### src/rtl/imem_fetch_ctrl.sv
// Instruction fetch controller: assembles a 32-bit little-endian word from four
// byte reads of a 1-cycle-latency memory, holds it for the consumer, handles redirects and faults.
module imem_fetch_ctrl #(
  parameter int unsigned MEM_BYTES = 1024,
  parameter logic [31:0] RESET_PC  = 32'h0
) (
  input  logic        clock,
  input  logic        reset,
  output logic        mem_rd,
  output logic [31:0] mem_addr,
  input  logic [7:0]  mem_rdata,
  output logic        instr_valid,
  input  logic        instr_ready,
  output logic [31:0] instr,
  output logic [31:0] instr_pc,
  input  logic        redirect,
  input  logic [31:0] redirect_pc,
  output logic        fault,
  output logic [1:0]  fault_code
);

  localparam logic [31:0] MaxPc      = 32'(MEM_BYTES - 4);
  localparam logic [2:0]  LastCnt    = 3'd4;
  localparam logic [1:0]  CodeBounds = 2'b01;
  localparam logic [1:0]  CodeAlign  = 2'b10;

  typedef enum logic [1:0] {StFetch, StHold, StFault} state_e;

  state_e      state_q, state_d;
  logic [31:0] pc_q, pc_d;
  logic [2:0]  cnt_q, cnt_d;
  logic [1:0]  code_q, code_d;
  logic [31:0] instr_q, instr_d;
  logic [31:0] instr_pc_q, instr_pc_d;
  logic [31:0] addr_q;

  logic redirect_ok, redirect_bad, out_of_bounds, issue, capture;

  assign redirect_ok   = redirect && (redirect_pc[1:0] == 2'b00);
  assign redirect_bad  = redirect && (redirect_pc[1:0] != 2'b00);
  // Bounds are checked only before beat 0; pc is constant for the rest of the fetch.
  assign out_of_bounds = (state_q == StFetch) && (cnt_q == 3'd0) && (pc_q > MaxPc);
  assign issue         = !reset && (state_q == StFetch) && (cnt_q < LastCnt) && !out_of_bounds;
  // Beat k's byte arrives while cnt = k+1; a redirect discards whatever is in flight.
  assign capture       = (state_q == StFetch) && !redirect && (cnt_q != 3'd0);

  always_ff @(posedge clock) begin
    if (reset) begin
      state_q <= StFetch;
    end else begin
      state_q <= state_d;
    end
  end

  always_comb begin
    state_d = state_q;
    unique case (state_q)
      StFetch: begin
        if (redirect_bad)                state_d = StFault;
        else if (redirect_ok)            state_d = StFetch;
        else if (out_of_bounds)          state_d = StFault;
        else if (cnt_q == LastCnt)       state_d = StHold;
      end
      StHold: begin
        if (redirect_bad)                state_d = StFault;
        else if (redirect_ok || instr_ready) state_d = StFetch;
      end
      StFault: state_d = StFault;
      default: state_d = StFault;
    endcase
  end

  always_comb begin
    pc_d       = pc_q;
    cnt_d      = cnt_q;
    code_d     = code_q;
    instr_d    = instr_q;
    instr_pc_d = instr_pc_q;
    if (state_q != StFault) begin
      if (redirect_bad) begin
        code_d = CodeAlign;
      end else if (redirect_ok) begin
        pc_d  = redirect_pc;
        cnt_d = 3'd0;
      end else if (state_q == StFetch) begin
        if (out_of_bounds) begin
          code_d = CodeBounds;
        end else if (cnt_q == LastCnt) begin
          cnt_d      = 3'd0;
          instr_pc_d = pc_q;
        end else begin
          cnt_d = cnt_q + 3'd1;
        end
      end else if (instr_ready) begin
        pc_d  = pc_q + 32'd4;
        cnt_d = 3'd0;
      end
    end
    if (capture) begin
      case (cnt_q)
        3'd1:    instr_d[7:0]   = mem_rdata;
        3'd2:    instr_d[15:8]  = mem_rdata;
        3'd3:    instr_d[23:16] = mem_rdata;
        3'd4:    instr_d[31:24] = mem_rdata;
        default: ;
      endcase
    end
  end

  always_ff @(posedge clock) begin
    if (reset) begin
      pc_q       <= RESET_PC;
      cnt_q      <= 3'd0;
      code_q     <= 2'b00;
      instr_q    <= 32'h0;
      instr_pc_q <= 32'h0;
      addr_q     <= 32'h0;
    end else begin
      pc_q       <= pc_d;
      cnt_q      <= cnt_d;
      code_q     <= code_d;
      instr_q    <= instr_d;
      instr_pc_q <= instr_pc_d;
      if (issue) addr_q <= mem_addr;
    end
  end

  always_comb begin
    mem_rd      = issue;
    mem_addr    = issue ? (pc_q + {29'b0, cnt_q}) : addr_q;
    instr_valid = (state_q == StHold);
    instr       = instr_q;
    instr_pc    = instr_pc_q;
    fault       = (state_q == StFault);
    fault_code  = code_q;
  end

endmodule

### config.mk
export PLATFORM = sky130hd
export DESIGN_NAME = imem_fetch_ctrl
export DESIGN_NICKNAME = d
export VERILOG_FILES = /design/src/rtl/imem_fetch_ctrl.sv
export SDC_FILE = /design/constraint.sdc
export NUM_CORES = 1
export LEC_CHECK = 0
export ABC_CLOCK_PERIOD_IN_PS = 7000
export BUFFER_PORTS_ARGS = -buffer_cell sky130_fd_sc_hd__buf_2
export CAP_MARGIN = 20
export CORE_ASPECT_RATIO = 0.5
export CORE_MARGIN = 10
export CORE_UTILIZATION = 53
export DETAILED_ROUTE_END_ITERATION = 16
export PLACE_DENSITY = 0.78
export SYNTH_ARGS = -nofsm -noshare
export SYNTH_HDL_FRONTEND = slang
export SYNTH_SLANG_ARGS = --single-unit
### constraint.sdc
create_clock -name clock -period 7 [get_ports clock]
set_clock_uncertainty 0.2 [all_clocks]
set_input_delay 0 -clock clock [delete_from_list [all_inputs] [get_ports clock]]
set_output_delay 0 -clock clock [all_outputs]
set_load 0.01 [all_outputs]
==> results.json, run 1 <==
{
  "synth_edf_count": 0,
  "start_util": 0.547,
  "die-area_um2": 18500,
  "fillers": 1060,
  "rr_startpoint": "pc_q[3]",
  "ys_seq_area_frac": 0.387,
  "cts_resized": 0,
  "core_area_um2": 12800,
  "synthTopCellsByArea": "dfxtp_1 39%, a21oi_1 9.8%, nand2_1 8.5%, a211oi_2 3.4%, nand3_1 2.9%",
  "synthFlopType": "dfxtp_1",
  "p_per_area_nw_per_um2": 234,
  "critPathRequiredTime_ps": 6800,
  "synth_top_area_share": 0.387,
  "grt-ovfl-total": 0,
  "fin_crit_ps": 3420,
  "grt_pass1_vias": 6677,
  "crit_path_end_kind": "output pin",
  "drcViolationCount": 0,
  "setup_viol": 0,
  "crit_slowest_cell": "nor2_4",
  "first_iter_violations": 638,
  "place_congestion": 0.998,
  "drtAntennaViolNets": 0,
  "layout.nets": 1071,
  "synth_warnings": 0,
  "path_max_fanout": 41,
  "period_share": 0.489,
  "fin_setup_tns_ps": 0,
  "antenna_found_initial": 1,
  "rsz0062_at_grt": "no",
  "area_growth_syn_to_layout_pct": 23.7,
  "postCtsSetupBuffers": 0,
  "hpwl_mm": 15.1,
  "synth_nets": 928,
  "io_buffers": 144,
  "start_kind": "flop",
  "crit_chain": "nor4_1 > nand4_1 > o31a_2 > nor2_4 > a21oi_1 > buf_2",
  "fin_ws_ps": 3580,
  "first_pass_iters": 7,
  "grt_pass1_wl_mm": 35.2,
  "multiInputGateArea_um2": 3800,
  "worst-path-buf-inv": 1,
  "final_max_slew_viol_count": 0,
  "clk_pin_slew_ps": 60,
  "path_class": "reg -> out",
  "fmax_mhz": 292,
  "cts_tree": "done",
  "viasPerCell": 5.99,
  "synth_area_um2": 6990,
  "clockBufferDepth": 2,
  "status": "finished, final reports clean",
  "synth_area_per_cell_um2": 8.00,
  "ys_ff_latch": 135,
  "die_h_um": 101,
  "cp_top_family": "simple AND/OR/NAND/NOR gates",
  "drive_gt1_frac": 0.225,
  "ios": 145,
  "cp-startpoint": "pc_q[18]",
  "numCtsBuffers": 17,
  "insertion_delay_ps": 410,
  "timing_hold_violations_final": 0,
  "cts_sinks": 135,
  "clockRootBuffer": "clkbuf_16",
  "netlist.top_cell.by_area": "dfxtp_1",
  "core.rowCount": 29,
  "worst_pin_slew_ps": 1030,
  "hold_start": "redirect_pc[0]",
  "hold_class": "in -> reg",
  "cap_viol_max_count": 0,
  "dr_total_vias": 7201,
  "ys_async_sr_fraction": 0,
  "cts_hold_buf": 48,
  "synth_cell_types": 76,
  "die_w_um": 182,
  "cp_slowest_stage_delay_ps": 800,
  "routed_wl_mm": 22.1,
  "synthCells": 874,
  "dpl_worst_slack_ps": 4070,
  "h-tree-depth": 4,
  "cp_data_arrival_time_ps": 3220,
  "grt_use_total": 0.232,
  "detail_route.wl_per_cell_um": 18.4,
  "seqCellArea_um2": 2700,
  "worst_ir_drop_vdd_mv": 0.109,
  "p_leak_nw": 3.38,
  "relSlewSlack": 0.313,
  "grt_max_degree": 77
}
cells by family after synthesis:
logic type | count (synthesis) | share of synthesized area
buffers and inverters | 94 | 0.0721
xor gates and xnor gates | 29 | 0.0363
and+or+nand+nor | 344 | 0.235
DFF | 135 | 0.387
AOI/OAI and AO/OA | 251 | 0.235
adders and majority gates | 10 | 0.0190
muxes | 11 | 0.0161
final cells by class:
| type | instances | area share |
|---|---|---|
| Sequential cell | 135 | 0.312 |
| Tap cell | 170 | 0.0246 |
| Antenna cell | 2 | 0.000578 |
| Clock inverter | 13 | 0.0166 |
| Timing Repair Buffer | 200 | 0.146 |
| Clock buffer | 19 | 0.0523 |
| Multi-Input combinational cell | 645 | 0.440 |
| Inverter | 18 | 0.00781 |
layout by cell type, fill, tap and decap left out, types with 4 or more instances in the layout:
cell / netlist / routed
a311oi_1: 4 / 4
o41ai_1: 4 / 4
clkinv_4: 0 / 4
mux2i_1: 9 / 9
and3_1: 4 / 4
nand4_1: 18 / 18
nand2_1: 158 / 158
xnor2_1: 17 / 17
xor2_1: 12 / 12
a211oi_1: 11 / 11
nand3_1: 41 / 41
dfxtp_1: 135 / 135
ha_1: 9 / 9
buf_2: 15 / 143
and4_1: 5 / 5
nor2b_1: 6 / 5
nor2_1: 45 / 45
buf_4: 2 / 9
a211oi_2: 19 / 19
dlygate4sd3_1: 0 / 48
o22ai_1: 4 / 4
o31a_1: 5 / 5
o32ai_1: 5 / 5
o31ai_1: 5 / 5
nor4_1: 12 / 11
inv_1: 18 / 18
a21oi_1: 137 / 137
clkbuf_16: 0 / 17
nor3_1: 28 / 28
a31oi_1: 5 / 5
o21ai_0: 23 / 23
per-stage QoR:
step | std cells | hold slack [ps] | instance area, um^2 | total power [mW] | util
finish | 1202 | 115 | 8650 | 2.02 | 0.677
global route | 1201 | 157 | 8650 | 2.10 | 0.677
CTS | 1200 | 94.7 | 8650 | 2.03 | 0.677
detailed placement | 1120 | 95.7 | 7570 | 1.11 | 0.593
global placement | 1120 | 93.2 | 7570 | 1.11 | 0.593
floorplan | 874 | -64.0 | 6990 | 1.03 | -
synth_stat cells, types with 6 or more instances:
| master | n |
|---|---|
| nor3_1 | 28 |
| nor4_1 | 12 |
| ha_1 | 9 |
| a211oi_1 | 11 |
| a211oi_2 | 19 |
| xnor2_1 | 17 |
| nand2_1 | 158 |
| buf_6 | 12 |
| inv_1 | 18 |
| nor2_1 | 45 |
| mux2i_1 | 9 |
| a21oi_1 | 137 |
| clkbuf_1 | 40 |
| o21ai_0 | 23 |
| buf_2 | 15 |
| nor2b_1 | 6 |
| xor2_1 | 12 |
| nand4_1 | 18 |
| dfxtp_1 | 135 |
| nand3_1 | 41 |
where the power goes:
group          leakage (nW)  internal [mW]  switching, mW  total, mW
logic                  1.99          0.118          0.186      0.305
registers              1.09          0.797         0.0176      0.814
clock network         0.294          0.547          0.357      0.904
total                  3.38           1.46          0.561       2.02
sequential cells by signal, summed over array words and instances, names as in the netlist:
signal      flops
addr_q         32
cnt_q           3
fault_code      2
instr          32
instr_pc       32
pc_q           32
state_q         2
path summary, 6_finish.rpt:
kind,cells past startpoint,slack [ps],endpoint
worst max register to register,7,3750,pc_q[26]
worst max-delay path,6,3580,mem_addr[15]
worst min-delay path,5,120,pc_q[2]
worst min register to register,2,250,instr[12]
metal layers:
layer | vias up | GRT usage | part of all wire
met5 | - | 0 | 0
met4 | 0 | 0.0783 | 0.021
met3 | 44 | 0.0733 | 0.10
met2 | 374 | 0.365 | 0.45
met1 | 3378 | 0.297 | 0.43
li1 | 3405 | - | -
worst min-delay path: stages:
cell and delay [ps]:
buf_2 120, nor3b_4 50, buf_4 270, nand2_1 140, a311oi_1 80
Power figures use the tool's default switching activity.
==> run 2, diff against run 1 <==
ABC_CLOCK_PERIOD_IN_PS = 3200   (was 7000)
clock period = 3.2 ns   (was 7 ns; I/O delays follow)
==> run 2 against run 1 <==
Against the previous run:
- worst setup slack worse by 3500 ps
- global-route usage up 0.60 points
- worst hold slack better by 94 ps
- final area up 2.3%
- first-iteration DRC count up 3.4%
- routed wire length up 2.0%
- die area unchanged
- sequential share of layout area down 0.71 points
- sequential power up 120%
- combinational power up 130%
- critical path depth up 1
- highest routed layer unchanged
==> results.json, run 2 (synthesis gave the netlist of run 1 again) <==
{
  "status": "finished, final reports clean",
  "worst_ir_drop_vdd_mv": 0.330,
  "viasPerCell": 5.91,
  "fmax_mhz": 324,
  "grt-ovfl-total": 0,
  "dpl.cell_count": 1133,
  "detail_route.wl_per_cell_um": 18.5,
  "cts_tree": "done",
  "final_cell_area_um2": 8850,
  "place_area_um2": 7680,
  "drtAntennaViolNets": 0,
  "switchingPower_mw": 1.24,
  "first_iter_violations": 660,
  "fin_cells": 1220,
  "setup_viol": 0,
  "period_share": 0.965,
  "dr_total_vias": 7210,
  "power.internal_mw": 3.21,
  "grt_use_total": 0.238,
  "pwr-share-comb": 0.156,
  "clockBufferDepth": 2,
  "first_pass_iters": 6,
  "rsz0062_at_grt": "yes",
  "grt_max_degree": 79,
  "die_h_um": 101,
  "timing_hold_violations_final": 0,
  "path_class": "reg -> out",
  "numCtsBuffers": 17,
  "io_buffers": 144,
  "seqPwrFrac": 0.400,
  "dpl_worst_slack_ps": 480,
  "clk_pin_slew_ps": 60,
  "drcViolationCount": 0,
  "clockRootBuffer": "clkbuf_16",
  "hold_class": "in -> reg",
  "worst_pin_slew_ps": 976,
  "drive_gt1_frac": 0.237,
  "cp_data_arrival_time_ps": 2890,
  "core.rowCount": 29,
  "ios": 145,
  "die-area_um2": 18500,
  "start_kind": "flop",
  "cts_sinks": 135,
  "final_max_slew_viol_count": 0,
  "critPathRequiredTime_ps": 3000,
  "grt_pass1_wl_mm": 36.1,
  "cap_viol_max_count": 0,
  "start_util": 0.547,
  "layout.nets": 1091,
  "core_area_um2": 12800,
  "h-tree-depth": 4,
  "routed_wl_mm": 22.6,
  "p_leak_nw": 3.49,
  "insertion_delay_ps": 420,
  "n_antenna_cell": 0,
  "antenna_found_initial": 0,
  "final_cell_mix": "158 x nand2_1, 143 x buf_2, 137 x a21oi_1, 135 x dfxtp_1, 54 x dlygate4sd3_1",
  "fin_crit_ps": 3090,
  "swShare": 0.278,
  "fin_ws_ps": 111,
  "clockPowerShare": 0.445,
  "crit_path_end_kind": "output pin",
  "fin_setup_tns_ps": 0,
  "path_max_fanout": 33,
  "place_congestion": 0.952,
  "relSlewSlack": 0.350,
  "hpwl_mm": 15.9,
  "p_per_area_nw_per_um2": 503,
  "fillers": 1037,
  "final_common_cell": "nand2_1",
  "grt_pass1_vias": 6894,
  "power.total_mw": 4.45,
  "area_growth_syn_to_layout_pct": 26.6,
  "die_w_um": 182
}
## run 2: cell types whose count changed in the layout (fill, tap and decap cells not counted), moves of 2 or more
cell           delta
clkinvlp_4        +2
dlygate4sd3_1     +6
buf_4            +13
diode_2           -2
## run 2: area by class of cell
type,count,area [um^2],share of cell area
sequential,135,2700,0.305
inverter,18,67.6,0.00763
tap,170,213,0.0240
clock inverter,13,145,0.0164
clock buffer,19,453,0.0512
multi-input combinational,645,3830,0.433
timing repair buffer,220,1440,0.163
## run 2: per-layer routing
metal / wire length [um] / share of wire / GRT usage
met3: 2200 / 0.098 / 0.0705
met2: 10300 / 0.46 / 0.383
met4: 413 / 0.018 / 0.0796
met5: 0 / 0 / 0
met1: 9650 / 0.43 / 0.302
## run 2: what timing repair did
item,CTS,global route
buffers inserted,0,1
setup endpoints to repair,0,20
resized for setup,0,5
hold buffers,54,0
hold endpoints to repair,91,0
## run 2: per-stage QoR
| stage | hold WS [ps] | util |
|---|---|---|
| 4_1_cts | 197 | 0.690 |
| 2_1_floorplan | -64.0 | - |
| 3_5_place_dp | 81.9 | 0.601 |
| 5_1_grt | 243 | 0.693 |
| 3_3_place_gp | 85.3 | 0.601 |
| 6_report | 210 | 0.693 |
## run 2: path summary, 6_finish.rpt
check	to	slack, ps	start	depth (start not counted)
worst max register to register	instr[24]	240	state_q[1]	6
worst max-delay path	mem_addr[28]	110	pc_q[17]	7
worst min-delay path	pc_q[20]	210	redirect_pc[20]	4
worst min register to register	instr_pc[6]	250	instr_pc[6]	2
## run 2: power by group through the flow
stage | logic [mW] | registers, mW | clock network [mW]
final | 0.693 | 1.78 | 1.98
after global routing | 0.754 | 1.78 | 2.08
after CTS | 0.691 | 1.78 | 2.00
after detailed placement | 0.646 | 1.81 | 0
after global placement | 0.629 | 1.81 | 0
after floorplan | 0.451 | 1.80 | 0
## run 2: critical path: stages, from the launching register on
cell and delay (ps):
dfxtp_1 430, nor4_1 410, nand4_1 310, o31a_2 540, nor2_4 290, buf_12 240
a21oi_1 90, buf_2 150
==> run 3, diff against run 2 <==
BUFFER_PORTS_ARGS = -buffer_cell sky130_fd_sc_hd__buf_4   (was -buffer_cell sky130_fd_sc_hd__buf_2)
CORE_MARGIN = 8   (was 10)
REMOVE_ABC_BUFFERS = 1   (was unset)
==> run 3 against run 2 <==
Against the previous run:
- power barely moved
- routed wire length increased by 0.34%
- final area is 3.8% higher
- non-clock buffer count unchanged
- worst setup slack better by 21 ps
- critical path depth is 3 higher
- largest cell class unchanged
- worst hold slack got worse by 150 ps
- first-iteration DRC count grew 16%
- utilization grew 2.6 points
- critical endpoint is now mem_addr[14]
- highest routed layer unchanged
- flip-flop and latch count is the same
==> results.json, run 3 (synthesis gave the netlist of run 1 again) <==
{
  "path_class": "reg -> out",
  "grt_pass1_wl_mm": 35.8,
  "drcViolationCount": 0,
  "p_per_area_nw_per_um2": 485,
  "clk_pin_slew_ps": 70,
  "insertion_delay_ps": 420,
  "start_kind": "flop",
  "antenna_found_initial": 0,
  "n_antenna_cell": 0,
  "hpwl_mm": 15.3,
  "io_buffers": 144,
  "grt_use_total": 0.250,
  "detail_route.wl_per_cell_um": 18.6,
  "place_area_um2": 8060,
  "rr_startpoint": "pc_q[2]",
  "fin_setup_tns_ps": 0,
  "ios": 145,
  "viasPerCell": 6.03,
  "fin_crit_ps": 3070,
  "worst_pin_slew_ps": 1240,
  "critPathRequiredTime_ps": 3000,
  "crit_path_end_kind": "output pin",
  "hold_class": "in -> reg",
  "numCtsBuffers": 17,
  "h-tree-depth": 4,
  "seqPwrFrac": 0.399,
  "start_util": 0.547,
  "layout.nets": 1092,
  "fin_cells": 1221,
  "relSlewSlack": 0.175,
  "final_cell_area_um2": 9190,
  "cap_viol_max_count": 0,
  "cp_data_arrival_time_ps": 2870,
  "fmax_mhz": 326,
  "drtAntennaViolNets": 0,
  "die_w_um": 178,
  "cts_sinks": 135,
  "power.internal_mw": 3.18,
  "power.total_mw": 4.45,
  "first_iter_violations": 767,
  "place_congestion": 0.956,
  "clockPowerShare": 0.431,
  "die_h_um": 97.2,
  "timing_hold_violations_final": 0,
  "clockRootBuffer": "clkbuf_16",
  "final_common_cell": "buf_4",
  "rrSetupSlack_ps": 220,
  "cts_tree": "done",
  "die-area_um2": 17300,
  "path_max_fanout": 5,
  "grt-ovfl-total": 0,
  "grt_pass1_vias": 6998,
  "core.rowCount": 29,
  "swShare": 0.285,
  "period_share": 0.959,
  "drive_gt1_frac": 0.245,
  "worst_ir_drop_vdd_mv": 0.285,
  "grt_max_degree": 61,
  "final_max_slew_viol_count": 0,
  "routed_wl_mm": 22.7,
  "status": "finished, final reports clean",
  "cp-startpoint": "cnt_q[0]",
  "final_cell_mix": "170 x buf_4, 158 x nand2_1, 136 x a21oi_1, 135 x dfxtp_1, 50 x dlygate4sd3_1",
  "core_area_um2": 12800,
  "pwr-share-comb": 0.171,
  "area_growth_syn_to_layout_pct": 31.4,
  "dr_total_vias": 7358,
  "clockBufferDepth": 2,
  "first_pass_iters": 6,
  "p_leak_nw": 3.49,
  "switchingPower_mw": 1.27,
  "dpl.cell_count": 1137,
  "setup_viol": 0,
  "hold_start": "redirect_pc[0]"
}
## run 3: worst max-delay path: stages, from the launching register on
cell and delay, ps:
dfxtp_1 410, ha_1 230, inv_1 70, fa_1 440, nor2b_4 190, o211ai_1 230
buf_4 200, nor4_1 310, nor4_2 80, nor2_1 130, buf_4 140
## run 3: worst paths after layout
| check | end | cells after the start |
|---|---|---|
| worst max-delay path | mem_addr[14] | 10 |
| worst min-delay path | fault_code[1] | 4 |
| worst max register to register | addr_q[29] | 6 |
| worst min register to register | instr[3] | 2 |
## run 3: routing by layer
metal,GRT usage,vias up,wire (um)
met1,0.319,3453,9310
met3,0.0652,61,2240
li1,-,3453,-
met4,0.0872,0,479
met2,0.402,391,10600
met5,0,-,0
## run 3: power groups by stage
stage	combinational (mW)	clock (mW)	sequential, mW
CTS	0.751	1.94	1.77
detailed placement	0.703	0	1.81
global route	0.822	2.01	1.78
global placement	0.693	0	1.81
finish	0.760	1.92	1.78
floorplan	0.374	0	1.81
## run 3: layout make-up
class	count	area, um^2
Clock buffer	18	439
Clock inverter	14	140
Fill cell	997	3580
Inverter	18	67.6
Multi-Input combinational cell	646	3850
Sequential cell	135	2700
Tap cell	170	213
Timing Repair Buffer	220	1780
## run 3: stage by stage
step	setup WS (ps)	hold WS, ps	utilization
2_1_floorplan	-377	-135	-
3_3_place_gp	475	66.7	0.631
5_1_grt	-23.1	77.7	0.719
3_5_place_dp	446	69.5	0.631
4_1_cts	9.81	12.2	0.716
6_report	132	58.8	0.719
## run 3: timing repair
action	CTS	global route
hold buffers	50	0
setup buffers	0	1
endpoints found under the hold margin	76	0
cloned	0	1
pin swaps	0	2
endpoints found under the setup margin	4	22
resized for setup	2	6
